--- src/rtl/dmd_video_sampler.sv ---
// rtl/dmd_video_sampler.sv - DMD video link receiver: timing measurement and per-cell pixel sampler
module dmd_video_sampler #(
  parameter int H_ACTIVE = 1280,
  parameter int V_ACTIVE = 390,
  parameter int CELL_W   = 10,
  parameter int CELL_H   = 10,
  parameter int DMD_W    = 128,
  parameter int DMD_H    = 39,
  parameter int SAMPLE_X = 5,
  parameter int SAMPLE_Y = 5,
  parameter int ADDR_W   = 13
) (
  input  logic              clk,
  input  logic              rst_n,
  input  logic              de_in,
  input  logic              hsync_in,
  input  logic              vsync_in,
  input  logic [7:0]        red_in,
  input  logic [7:0]        green_in,
  input  logic [7:0]        blue_in,
  output logic              wr_en,
  output logic [ADDR_W-1:0] wr_addr,
  output logic [23:0]       wr_data,
  output logic              frame_done,
  output logic              locked,
  output logic              timing_err,
  output logic [11:0]       meas_width,
  output logic [11:0]       meas_height,
  output logic [11:0]       meas_htotal
);

  localparam int CXW = (CELL_W > 1) ? $clog2(CELL_W) : 1;
  localparam int CYW = (CELL_H > 1) ? $clog2(CELL_H) : 1;
  localparam int CW  = $clog2(DMD_W + 1);
  localparam int RW  = $clog2(DMD_H + 1);

  localparam logic [CXW-1:0]    CX_LAST  = CXW'(CELL_W - 1);
  localparam logic [CYW-1:0]    CY_LAST  = CYW'(CELL_H - 1);
  localparam logic [CXW-1:0]    SX       = CXW'(SAMPLE_X);
  localparam logic [CYW-1:0]    SY       = CYW'(SAMPLE_Y);
  localparam logic [CW-1:0]     COL_MAX  = CW'(DMD_W);
  localparam logic [RW-1:0]     ROW_MAX  = RW'(DMD_H);
  localparam logic [RW-1:0]     ROW_LAST = RW'(DMD_H - 1);
  localparam logic [ADDR_W-1:0] ROW_STEP = ADDR_W'(DMD_W);
  localparam logic [11:0]       H_EXP    = 12'(H_ACTIVE);
  localparam logic [11:0]       V_EXP    = 12'(V_ACTIVE);
  localparam logic [11:0]       CNT_SAT  = 12'hFFF;

  logic              de1, de2, hs1, hs2, vs1, vs2;
  logic [23:0]       rgb1, rgb2;
  logic              armed, bad, hs_seen;
  logic [11:0]       x_pix, line_cnt, hcnt;
  logic [CXW-1:0]    cell_x;
  logic [CYW-1:0]    cell_y;
  logic [CW-1:0]     col;
  logic [RW-1:0]     row;
  logic [ADDR_W-1:0] row_base;
  logic [1:0]        good_cnt;

  logic        de_rise, de_fall, hs_rise, vs_rise;
  logic [11:0] width_now, line_next;
  logic        bad_next, frame_good, sample_hit;
  logic [1:0]  good_cnt_inc;

  // Counters describe the pixel held in stage 2, so a DE fall still counts into its own line.
  always_comb begin
    de_rise      = de1 & ~de2;
    de_fall      = ~de1 & de2;
    hs_rise      = hs1 & ~hs2;
    vs_rise      = vs1 & ~vs2;
    width_now    = (x_pix == CNT_SAT) ? x_pix : x_pix + 12'd1;
    line_next    = (de_fall && line_cnt != CNT_SAT) ? line_cnt + 12'd1 : line_cnt;
    bad_next     = bad | (de_fall & (width_now != H_EXP));
    frame_good   = (line_next == V_EXP) && !bad_next;
    good_cnt_inc = (good_cnt == 2'd2) ? 2'd2 : good_cnt + 2'd1;
    sample_hit   = armed && de2 && (cell_x == SX) && (cell_y == SY) &&
                   (col < COL_MAX) && (row < ROW_MAX);
  end

  always_ff @(posedge clk or negedge rst_n) begin
    if (!rst_n) begin
      de1 <= 1'b0; de2 <= 1'b0; hs1 <= 1'b0; hs2 <= 1'b0; vs1 <= 1'b0; vs2 <= 1'b0;
      rgb1 <= '0; rgb2 <= '0;
      armed <= 1'b0; bad <= 1'b0; hs_seen <= 1'b0;
      x_pix <= '0; line_cnt <= '0; hcnt <= '0;
      cell_x <= '0; cell_y <= '0; col <= '0; row <= '0; row_base <= '0;
      good_cnt <= '0;
      wr_en <= 1'b0; wr_addr <= '0; wr_data <= '0;
      frame_done <= 1'b0; locked <= 1'b0; timing_err <= 1'b0;
      meas_width <= '0; meas_height <= '0; meas_htotal <= '0;
    end else begin
      de1 <= de_in; de2 <= de1;
      hs1 <= hsync_in; hs2 <= hs1;
      vs1 <= vsync_in; vs2 <= vs1;
      rgb1 <= {red_in, green_in, blue_in};
      rgb2 <= rgb1;

      wr_en <= sample_hit;
      if (sample_hit) begin
        wr_addr <= row_base + ADDR_W'(col);
        wr_data <= rgb2;
      end
      frame_done <= vs_rise & armed;

      if (de_rise) begin
        x_pix  <= '0;
        cell_x <= '0;
        col    <= '0;
      end else if (de1 && de2) begin
        if (x_pix != CNT_SAT) x_pix <= x_pix + 12'd1;
        if (cell_x == CX_LAST) begin
          cell_x <= '0;
          if (col != COL_MAX) col <= col + CW'(1);
        end else begin
          cell_x <= cell_x + CXW'(1);
        end
      end

      if (de_fall) begin
        meas_width <= width_now;
        bad        <= bad_next;
        line_cnt   <= line_next;
        if (cell_y == CY_LAST) begin
          cell_y <= '0;
          if (row < ROW_MAX) row <= row + RW'(1);
          // Stop advancing the base once past the last row so it can never overflow.
          if (row < ROW_LAST) row_base <= row_base + ROW_STEP;
        end else begin
          cell_y <= cell_y + CYW'(1);
        end
      end

      // Frame restart overrides any line bookkeeping from a coincident DE fall.
      if (vs_rise) begin
        armed    <= 1'b1;
        line_cnt <= '0;
        cell_y   <= '0;
        row      <= '0;
        row_base <= '0;
        bad      <= 1'b0;
        if (armed) begin
          meas_height <= line_next;
          if (frame_good) begin
            timing_err <= 1'b0;
            good_cnt   <= good_cnt_inc;
            locked     <= (good_cnt_inc == 2'd2);
          end else begin
            timing_err <= 1'b1;
            good_cnt   <= '0;
            locked     <= 1'b0;
          end
        end
      end

      if (hs_rise) begin
        hcnt    <= 12'd1;
        hs_seen <= 1'b1;
        if (hs_seen) meas_htotal <= hcnt;
      end else if (hcnt != CNT_SAT) begin
        hcnt <= hcnt + 12'd1;
      end
    end
  end

endmodule
--- config.mk ---
export PLATFORM = sky130hd
export DESIGN_NAME = dmd_video_sampler
export DESIGN_NICKNAME = d
export VERILOG_FILES = /design/src/rtl/dmd_video_sampler.sv
export SDC_FILE = /design/constraint.sdc
export NUM_CORES = 1
export LEC_CHECK = 0
export BUFFER_PORTS_ARGS = -buffer_cell sky130_fd_sc_hd__buf_2
export CAP_MARGIN = 10
export CELL_PAD_IN_SITES_DETAIL_PLACEMENT = 1
export CELL_PAD_IN_SITES_GLOBAL_PLACEMENT = 2
export CORE_MARGIN = 3
export CORE_UTILIZATION = 38
export DETAILED_ROUTE_END_ITERATION = 8
export GPL_ROUTABILITY_DRIVEN = 0
export MAX_ROUTING_LAYER = met4
export PLACE_DENSITY_LB_ADDON = 0.1
export SYNTH_ARGS = -nofsm -noshare
export SYNTH_HDL_FRONTEND = slang
export SYNTH_SLANG_ARGS = --single-unit
--- constraint.sdc ---
create_clock -name clk -period 2.97 [get_ports clk]
set_input_delay 0 -clock clk [delete_from_list [all_inputs] [get_ports clk]]
set_output_delay 0 -clock clk [all_outputs]
set_load 0.005 [all_outputs]
* After elaboration in Yosys (flattened, before gate mapping) *
Index checks and enable logic that the tools add are counted.

word-level totals
  bits in registers = 207
  bits of input ports = 29
  output and inout port bits = 77
  logic and storage cells = 123

cells by class
  add/sub/neg operators = 10
  $lt $le $gt $ge = 3
  equal/unequal tests = 13
  multiplexer cells = 33
  bitwise gates (word level) = 11
  reduce and logical (&&, ||, !) cells = 24

operators by type and width
  operator                 number
  $mux W12                 9
  $mux W13                 4
  $add A12 B1 Y12 const B  3
  $ne A12 B12 Y1 const B   3
  $mux W8                  4
  $mux W4                  6
  $mux W6                  4
  $reduce_bool A2 Y1       9
  $add A13 B8 Y13          1
  $add A13 B8 Y13 const B  1
  $eq A12 B12 Y1 const B   1
  $eq A12 B9 Y1 const B    1
  $lt A6 B6 Y1 const B     2
  $ne A12 B11 Y1 const B   1
  $reduce_and A3 Y1        3
  $add A4 B1 Y4 const B    2
  $add A8 B1 Y8 const B    1
  $eq A4 B3 Y1 const B     2
  $eq A4 B4 Y1 const B     2
  $logic_and A1 B1 Y1      8
  $lt A8 B8 Y1 const B     1
  $ne A8 B8 Y1 const B     1
  $add A6 B1 Y6 const B    1
  $and A1 B1 Y1            6
  8 further kinds          18

* Longest topological paths before layout *
  word-level depth = 8
  gate-level depth with buffers = 10
  mapped depth without buffers = 8

* Worst setup path after synthesis *
OpenSTA, ideal clock, no wires.

  path type = register to register
  start point = reg x_pix[1]
  end point = reg good_cnt[0]
  library setup time = 0.067 ns
  arrival = 2.088 ns
  data required time = 2.903 ns
  setup slack = 0.815 ns
  stages on the path, launching flop included = 8
  path buffers = 0
  clock period less this slack = 2.155 ns
  cells stage by stage = dfrtp_1 > ha_1 > nand3_1 > or3_4 > a2111oi_2 > nand4_1 > a211oi_2 > a32o_1

between the ends
  word-level cells in the longest chain between the ends = 8
  elaborated cells between the ends (all ways) = 9
  those cells by class = add/sub: 1; eq/ne: 2; mux: 2; bitwise: 2; reduce/logical: 2

ends and longest elaborated chain
  item                                                      RTL line  text
  from (decl)                                               52        logic [11:0] x_pix, line_cnt, hcnt;
  from (signal assigned)                                    110       if (x_pix != CNT_SAT) x_pix <= x_pix + 12'd1;
  $add A12 B1 Y12 / $eq A12 B12 Y1 (equally long branches)  71        width_now = (x_pix == CNT_SAT) ? x_pix : x_pix + 12'd1;
  $mux W12 *                                                71
  $ne A12 B11 Y1 *                                          73        bad_next = bad | (de_fall & (width_now != H_EXP));
  $and A1 B1 Y1 *                                           73
  $or A1 B1 Y1 *                                            73
  $logic_not A1 Y1 *                                        74        frame_good = (line_next == V_EXP) && !bad_next;
  $logic_and A1 B1 Y1 *                                     74
  $mux W2 *                                                 143       if (frame_good) begin
  to (signal assigned)                                      145       good_cnt <= good_cnt_inc;
  to (decl)                                                 58        logic [1:0] good_cnt;

Every way passes the cells marked *; elsewhere a longest branch is shown, timed or not.
A chain may end at the register's enable or synchronous reset.

* Final worst setup path *
  start point = reg x_pix[0]
  end point = reg x_pix[6]

between the ends
  word-level cells in the longest chain between the ends = 4
  elaborated cells between the ends (all ways) = 7
  those cells by class = add/sub: 1; eq/ne: 1; mux: 3; reduce/logical: 2

ends and longest elaborated chain
  item             RTL line  text
  $add A12 B1 Y12  110
  $mux W12         110
  $mux W12         109       end else if (de1 && de2) begin
  $mux W12         105       if (de_rise) begin

Parallel ways exist; a longest one is shown, timed or not. The select of a mux whose other input is x is not followed.

==> metrics.txt <==
Setup TNS=0 ns; Unique masters post-synth=60; Overflow after GRT=0; Slew Limit Fails=0; Leak=4.74 nW; RSZ-0062 raised after global routing=no; initial antenna violation count=0; Tot GR Track Use=17.1%; most frequent CP cell=nand3_1; CP Capture Type=register; synthesis-stage register bit count=199; Final ANT Viol Nets=0; startpoint types=register; synthesized area=0.00811 sq mm; type of the tightest min-delay check=input port to async pin; most common flop cell mapped by yosys=dfrtp_1; number of global-route vias before repair=6,072; Net Count, Synth=743; routed wire length=18.7 mm; crit-path max cell delay=0.51 ns; Final Skew=0.0136 ns; TritonCTS Buffers=17; VDD IR-drop max=0.000382 V; Clk pwr share=40.8%; DRC Markers=0; Detail Placement HPWL=12.8 mm; status=finished, final reports clean; CTS H-tree depth=4; CTS tree=done; Max Root-Sink Buffers=2; min Tclk post-route=2.54 ns; number of synthesized flops with an enable pin=0; die area=0.0231 sq mm; port buffer count=105; final hold violation count=0; Top delay family on crit path=simple AND/OR/NAND/NOR gates; Crit path buffers/inverters=1; largest net degree at the start of global routing=90; yosys warns=0; Via Count=5,725; Cell Rows=52; Synth Instances=701; vias per cell=5.09; Critical Path Fanout Max=10; FMAX=394 MHz; Logic pwr share=8.0%; final core occ=48.0%; async set or reset register ratio after synthesis=100%; Seq/Total Area, Yosys=61.4%; Tcrit/Tclk final=85.4%; die height=152 microns; switching pwr=1.58 mW; share of cells above drive strength 1=24.7%; post-CTS sizing=0; switching share of power=27.2%; Clock Latency Late Sink=0.45 ns; register clock-pin slew on the reported worst setup and hold paths=0.08 ns; Die W=152 microns; global-route wire length before repair=31.9 mm; total power=5.82 mW; area of the core=0.0206 sq mm; Hold WS=0.183 ns; number of top-level pins=106; Initial Util=39.3%; clk root buf=clkbuf_16; P&R area growth vs syn=22.1%; Pwr per Cell Area=588 mW/mm^2; Seq pwr share=51.2%; Internal=4.24 mW; CP max-delay cell=dfrtp_1; DR iter-0 viols=206; Req. time, crit path=3.28 ns; # setup viols final=0; max-cap violations=0; fin nets=883; DR WL/cell=16.6 microns; Ant. Diodes=0; Worst slew margin=50.3%; Tightest Pin Transition=0.740 ns; syn avg cell area=11.6 sq um; Crit Path Category=register to register; CP Cell Sequence=ha_1 -> nand3_1 -> buf_4 -> nor3_1 -> nand3_1 -> nand3_1 -> o21ai_0; DR pass1 iterations=4; TritonCTS Sinks=199; Worst EP arrival=2.85 ns
[kinds of logic after synthesis]
kind of cell | after synthesis | share of synthesized area [%]
AND/OR/NAND/NOR | 254 | 15.4
flip-flops | 199 | 61.4
AO/OA/AOI/OAI | 105 | 8.22
multiplexers | 50 | 6.83
buffers and inverters | 43 | 2.17
XOR/XNOR | 37 | 4.00
adder cells (fa/ha/maj) | 13 | 2.01
[cell usage in the layout (no fill, tap or decap), drive strengths merged, types with 9 or more instances in the layout]
cell and count:
inv 23, xnor2 16, o21ai 46, nor2 74
xor2 21, nand2 77, clkbuf 18, buf 120
mux2 43, nor3 13, a21oi 11, nand2b 9
nand4 14, dlygate4sd3 28, dfrtp 199, ha 13
nand3 22, a31oi 9
[path summary, 6_finish.rpt]
| kind | startpoint | end | slack (ns) | depth (start not counted) |
|---|---|---|---|---|
| min | rst_n | x_pix[5]$_DFFE_PN0P_ | 0.18 | 2 |
| max | x_pix[0]$_DFFE_PN0P_ | x_pix[6]$_DFFE_PN0P_ | 0.43 | 7 |
| min reg2reg | rgb1[23]$_DFF_PN0_ | rgb2[23]$_DFF_PN0_ | 0.35 | 0 |
| min in group clk | red_in[4] | rgb1[20]$_DFF_PN0_ | 0.19 | 2 |
| max in group asynchronous | rst_n | line_cnt[8]$_DFFE_PN0P_ | 1.93 | 3 |
| max reg2reg | x_pix[0]$_DFFE_PN0P_ | x_pix[6]$_DFFE_PN0P_ | 0.43 | 7 |
[layer usage]
layer	global-route usage [%]	routed length (microns)	vias up
li1	-	-	2713
met1	22.2	8660	2922
met2	27.9	9380	75
met3	2.87	437	15
met4	5.14	197	0
met5	-	0	-
[worst register-to-register path: stages, from the launching register on]
cell and delay [ns]:
dfrtp_1 0.51, ha_1 0.30, nand3_1 0.13, buf_4 0.20, nor3_1 0.42, nand3_1 0.33
nand3_1 0.38, o21ai_0 0.15
[sequential cells by signal, summed over array words and instances, names as in the netlist, 4 cells and up]
signal,count
rgb1,24
rgb2,24
wr_data,24
wr_addr,13
hcnt,12
line_cnt,12
meas_height,12
meas_htotal,12
meas_width,12
x_pix,12
col,8
row,6
row_base,6
cell_x,4
cell_y,4
[Yosys cell counts, types with 2 or more instances]
library cell,n,area [sq um]
a211o_1,2,17.5
a211oi_1,3,22.5
a21boi_0,2,15.0
a21o_1,2,15.0
a21oi_1,11,55.1
a22o_1,3,26.3
a31oi_1,9,56.3
a32o_1,2,20.0
and2_1,2,12.5
and3_1,5,31.3
and4_1,5,43.8
and4b_1,3,30.0
buf_2,2,10.0
buf_4,3,22.5
clkbuf_1,22,82.6
dfrtp_1,199,4980
ha_1,13,163
inv_1,15,56.3
mux2_2,43,484
mux2i_1,7,70.1
nand2_1,77,289
nand2b_1,9,56.3
nand3_1,22,110
nand3b_1,3,22.5
nand4_1,13,81.3
nand4b_1,2,17.5
nor2_1,74,278
nor2b_1,4,25.0
nor3_1,13,65.1
nor4_1,3,18.8
nor4_2,2,25.0
o211ai_1,2,15.0
o21a_1,3,22.5
o21ai_0,45,225
o22ai_1,3,18.8
o31a_1,2,17.5
o31ai_1,6,45.0
or2_2,5,31.3
or3_1,3,18.8
or4_1,2,15.0
xnor2_1,16,140
xor2_1,21,184
[final cells by class]
type | count | area (sq um)
Sequential cell | 199 | 4980
Multi-Input combinational cell | 459 | 2960
Fill cell | 2244 | 10700
Clock inverter | 15 | 196
Inverter | 15 | 56.3
Clock buffer | 17 | 425
Tap cell | 270 | 338
Timing Repair Buffer | 149 | 947
[stage by stage]
step / instance area (sq um) / cells / setup slack, ns
floorplan: 8110 / 701 / 0.815
global placement: 9000 / 1064 / 0.554
global route: 9900 / 1124 / 0.0453
CTS: 9900 / 1124 / 0.404
detailed placement: 9000 / 1064 / 0.418
finish: 9900 / 1124 / 0.433
[repair_timing]
item,in CTS,in global routing
hold buffers,28,0
hold endpoints to repair,113,0
setup buffers,0,0
[power by group through the flow]
stage,combinational [mW],clock [mW],sequential (mW)
finish,0.468,2.37,2.98
global route,0.540,2.57,3.00
CTS,0.484,2.46,2.98
detailed placement,0.453,0,3.03
global placement,0.435,0,3.02
floorplan,0.235,0,3.01
Power figures use the tool's default switching activity.
